## src/rtl/wordle_scorer.sv

```systemverilog
// Sequential Wordle scorer: five green passes then five yellow passes, one letter per cycle.
// Optional guess-letter range check enabled by defining WORDLE_SCORER_CHARCHECK_EN.
module wordle_scorer #(
  parameter int unsigned CW = 8
) (
  input  logic          Clk,
  input  logic          reset_n,
  input  logic          start,
  input  logic [5*CW-1:0] guess,
  input  logic [5*CW-1:0] target,
  output logic          busy,
  output logic          done,
  output logic [9:0]    colors,
  output logic          win
`ifdef WORDLE_SCORER_CHARCHECK_EN
  ,
  output logic          invalid
`endif
);

  typedef enum logic [1:0] {
    StIdle,
    StGreen,
    StYellow,
    StDone
  } state_e;

  state_e          state_q;
  logic [2:0]      idx_q;
  logic [5*CW-1:0] guess_q;
  logic [5*CW-1:0] target_q;
  logic [4:0]      green_q;
  logic [4:0]      yellow_q;
  logic [4:0]      used_q;

  logic [4:0]      sel;
  logic [CW-1:0]   cur_guess;
  logic [CW-1:0]   cur_target;
  logic            match_found;
  logic [2:0]      match_idx;
  logic [9:0]      colors_next;

  // Bit k of the position vectors is letter k+1, i.e. word slice (4-k)*CW.
  function automatic logic [CW-1:0] letter_at(input logic [5*CW-1:0] word,
                                              input logic [2:0]      k);
    letter_at = '0;
    for (int i = 0; i < 5; i++) begin
      if (k == 3'(i)) letter_at = word[(4-i)*CW +: CW];
    end
  endfunction

`ifdef WORDLE_SCORER_CHARCHECK_EN
  logic bad_q;
  logic bad_chars;

  always_comb begin
    bad_chars = 1'b0;
    for (int i = 0; i < 5; i++) begin
      if (guess[(4-i)*CW +: CW] < CW'('h41) || guess[(4-i)*CW +: CW] > CW'('h5A)) begin
        bad_chars = 1'b1;
      end
    end
  end
`endif

  always_comb begin
    sel        = 5'b00001 << idx_q;
    cur_guess  = letter_at(guess_q, idx_q);
    cur_target = letter_at(target_q, idx_q);
    // Descending scan so the lowest unconsumed matching position wins.
    match_found = 1'b0;
    match_idx   = 3'd0;
    for (int j = 4; j >= 0; j--) begin
      if (!used_q[j] && letter_at(target_q, 3'(j)) == cur_guess) begin
        match_found = 1'b1;
        match_idx   = 3'(j);
      end
    end
    colors_next = '0;
    for (int k = 0; k < 5; k++) begin
      if (green_q[k]) begin
        colors_next[9-2*k -: 2] = 2'b10;
      end else if (yellow_q[k]) begin
        colors_next[9-2*k -: 2] = 2'b01;
      end
    end
  end

  always_ff @(posedge Clk or negedge reset_n) begin
    if (!reset_n) begin
      state_q  <= StIdle;
      idx_q    <= '0;
      guess_q  <= '0;
      target_q <= '0;
      green_q  <= '0;
      yellow_q <= '0;
      used_q   <= '0;
      busy     <= 1'b0;
      done     <= 1'b0;
      colors   <= '0;
      win      <= 1'b0;
`ifdef WORDLE_SCORER_CHARCHECK_EN
      bad_q    <= 1'b0;
      invalid  <= 1'b0;
`endif
    end else begin
      done <= 1'b0;
      unique case (state_q)
        StIdle: begin
          if (start) begin
            guess_q  <= guess;
            target_q <= target;
            green_q  <= '0;
            yellow_q <= '0;
            used_q   <= '0;
            idx_q    <= '0;
            busy     <= 1'b1;
`ifdef WORDLE_SCORER_CHARCHECK_EN
            bad_q    <= bad_chars;
            state_q  <= bad_chars ? StDone : StGreen;
`else
            state_q  <= StGreen;
`endif
          end
        end
        StGreen: begin
          if (cur_guess == cur_target) begin
            green_q <= green_q | sel;
            used_q  <= used_q | sel;
          end
          if (idx_q == 3'd4) begin
            idx_q   <= '0;
            state_q <= StYellow;
          end else begin
            idx_q <= idx_q + 3'd1;
          end
        end
        StYellow: begin
          if (((green_q & sel) == '0) && match_found) begin
            yellow_q <= yellow_q | sel;
            used_q   <= used_q | (5'b00001 << match_idx);
          end
          if (idx_q == 3'd4) begin
            idx_q   <= '0;
            state_q <= StDone;
          end else begin
            idx_q <= idx_q + 3'd1;
          end
        end
        StDone: begin
          done    <= 1'b1;
          colors  <= colors_next;
          win     <= (colors_next == 10'b1010101010);
          busy    <= 1'b0;
          state_q <= StIdle;
`ifdef WORDLE_SCORER_CHARCHECK_EN
          invalid <= bad_q;
`endif
        end
        default: state_q <= StIdle;
      endcase
    end
  end

endmodule

```

## config.mk

```make
export PLATFORM = sky130hd
export DESIGN_NAME = wordle_scorer
export DESIGN_NICKNAME = d
export VERILOG_FILES = /design/src/rtl/wordle_scorer.sv
export SDC_FILE = /design/constraint.sdc
export NUM_CORES = 1
export LEC_CHECK = 0
export ABC_AREA = 0
export BUFFER_PORTS_ARGS = -buffer_cell sky130_fd_sc_hd__clkbuf_2
export CORE_ASPECT_RATIO = 1.25
export CORE_MARGIN = 2
export CORE_UTILIZATION = 50
export CTS_BUF_LIST = sky130_fd_sc_hd__clkbuf_16
export DETAILED_ROUTE_END_ITERATION = 12
export PLACE_DENSITY = 0.79
export REMOVE_ABC_BUFFERS = 1
export SETUP_SLACK_MARGIN = 0.2
export SKIP_LAST_GASP = 1
export SYNTH_ARGS = -nofsm -noshare
export SYNTH_HDL_FRONTEND = slang
export SYNTH_SLANG_ARGS = --single-unit
```

## constraint.sdc

```tcl
create_clock -name Clk -period 4.6 [get_ports Clk]
set_input_delay 0.69 -clock Clk [delete_from_list [all_inputs] [get_ports Clk]]
set_output_delay 0.69 -clock Clk [all_outputs]
set_load 0.05 [all_outputs]
```

==> results.txt <==
outcome - finished, final reports clean
Crit Path Class - flop to flop
Synth Cell Area - 0.005997 mm²
Reg clk slew, reported paths - 50 ps
Gate Count Post-Synth - 525
most numerous cell in the Yosys netlist - dfrtp_1
ys flop type - dfrtp_1
Core Rows - 44
gpl congestion - 0.9360
final period utilization - 85.24%
total CTS buffers - 17
critical path, cell by cell - inv_1 -> ha_1 -> nand2_2 -> and3_4 -> a221oi_4 -> or3_2 -> nand4b_1 -> o41ai_1 -> nand2_1 -> a211oi_2 -> a211oi_1
Comb power frac - 47.0%
first-pass GRT wire length - 24.11 mm
layout cell share with drive strength beyond 1 - 38.18%
CTS HTree Levels - 4
Clock Latency Late Sink - 410 ps
CP bufs+invs - 1
setup_tns - 0 ps
cell family with most CP delay - compound AO/OA/AOI/OAI gates
sequential cell area fraction in the yosys report - 47.15%
Synth cell types - 64
initial DRC count - 270
aggregate global-route resource usage - 24.13%
CP max-delay cell - o41ai_1
Psw - 2430 µW
cell area after layout - 0.007163 mm²
largest net degree at the start of global routing - 87
Leak - 0.003226 µW
largest family of logic cells by synthesized area - multiplexers
leading area contributor after synthesis - dfrtp_1
initial antenna violation count - 0
final hold violations - 0
worst min-delay path class - input port to async pin
IO Port Bufs - 95
drt drc - 0
Power Density - 845.4 mW/mm²
final wirelength - 14.61 mm
final clock skew - 9.779 ps
Warnings, synthesis - 0
#FFs+latches synth - 113
Synth Area in Adders - 2.086%
Post-synth EDFFs - 0
# hold bufs at CTS - 0
fraction of registers with async set/reset - 100.0%
RSZ-0062 raised after global routing - false
core area - 0.01167 mm²
Placed Area - 0.006560 mm²
Pint - 3626 µW
total grt overflow - 0
Placed Cells - 755
Crit Path Max Fanout - 15
Post-CTS Resized - 0
Clock Sinks - 113
I/O pin count - 96
Die Span Y - 126.4 µm
mux cell area share after synthesis - 16.50%
crit-path max cell delay - 640 ps
Starting Density - 51.38%
Max Cap Viol - 0
Seq pwr share - 30.9%
Wirelength per Cell - 18.57 µm
die width - 102.0 µm
Antenna Nets Post-Route - 0
fmax - 0.2550 GHz
clk buf depth - 2
HPWL after DPL - 10.45 mm
top cells by count, synth - dfrtp_1, mux2_2, o21ai_0
crit end category - flop
Post-Synth Simple-Gate Area - 11.68%
endpoints failing setup - 0
via count - 4578
switching part of the total power - 40.12%
Die Area - 0.01289 mm²
1st-pass router iterations - 5
Least-Margin Pin Slew - 1067 ps
fin cells - 787
kind of start point of the critical path - flop
Clock power frac - 22.1%
Synth Area in Compound Gates - 13.35%
Area growth, synth to finish - 19.45%
Synth top area share - 47.15%
maximum VDD drop - 0.0003705 V
Root Driver - clkbuf_16
vias in the first global route - 4737
syn_area_per_cell - 11.42 µm²
Arr. time, crit path - 4180 ps
Avg Vias per Cell - 5.817
Worst slew margin - 28.88%
minimum clock period - 3921 ps
Synth Area in XOR/XNOR - 4.966%
n_diodes - 0
top post-synthesis cells by area - dfrtp_1, mux2_2, xor2_1
Final #Nets - 706
TritonCTS clock tree - built
postcts setup bufs - 0
Slew Limit Fails - 0
critical path required time - 4860 ps
## metal layers
metal | wire [µm] | vias up | track usage, %
met5 | 0 | - | 0
met1 | 5861 | 2288 | 29.58
li1 | - | 2080 | -
met4 | 473 | 0 | 12.00
met2 | 7494 | 172 | 40.29
met3 | 785 | 38 | 4.628
## layout make-up
class / count / area (µm²)
clock inverter: 15 / 177.7
inverter: 27 / 101.3
sequential: 113 / 2828
fill: 965 / 4508
clock buffer: 17 / 425.4
timing repair buffer: 99 / 508.0
tap: 161 / 201.4
multi-input combinational: 355 / 2922
## layout by cell type (no fill, tap or decap), drive strengths merged, types with 6 or more instances in the layout
| cell type | count |
|---|---|
| mux2 | 87 |
| a21oi | 25 |
| or3 | 11 |
| ha | 10 |
| nand3 | 7 |
| nor2 | 13 |
| inv | 30 |
| nand2 | 20 |
| nand3b | 12 |
| clkbuf | 111 |
| nand4 | 6 |
| a211oi | 8 |
| xor2 | 22 |
| dfrtp | 113 |
| and3 | 18 |
| xnor2 | 12 |
| a31oi | 7 |
| o21ai | 34 |
## per-stage QoR
step | power (µW) | hold slack, ps | utilization, % | setup WS, ps
final | 6056 | 452.4 | 61.37 | 678.9
after global routing | 6429 | 510.1 | 61.37 | 376.0
after CTS | 6053 | 482.6 | 61.37 | 715.8
after detailed placement | 4683 | 489.5 | 56.21 | 766.1
after global placement | 4591 | 488.1 | 56.21 | 879.9
after floorplan | 3959 | 394.4 | - | 1150
## path summary, 6_finish.rpt
path	startpoint	endpoint	slack [ps]	cells after the start
worst max-delay path	idx_q[1]	used_q[1]	680	11
worst min-delay path	reset_n	guess_q[18]	450	1
worst max register to register	idx_q[1]	used_q[1]	680	11
worst min register to register	yellow_q[1]	colors[6]	490	2
max in group asynchronous	reset_n	used_q[1]	3140	2
min in group Clk	yellow_q[1]	colors[6]	490	2
## logic make-up (layout without fill, tap and decap cells)
kind of cell | count (synthesis) | count (layout)
compound gates | 110 | 110
xor+xnor | 34 | 34
fa+ha+maj | 10 | 10
buf+inv | 57 | 158
flops | 113 | 113
mux | 88 | 88
simple gates | 113 | 113
## power by group through the flow
stage	Sequential [µW]	Clock, µW	Combinational (µW)
6_report	1870	1340	2840
5_1_grt	1920	1400	3100
4_1_cts	1870	1360	2830
3_5_place_dp	1880	0	2810
3_3_place_gp	1870	0	2730
2_1_floorplan	1830	0	2130
## state kept, by name, summed over array words and instances (netlist names)
register and cells:
guess_q 40, target_q 40, colors 10, green_q 5
used_q 5, yellow_q 5, idx_q 3, state_q 2
busy 1, done 1, win 1
Power figures use the tool's default switching activity.
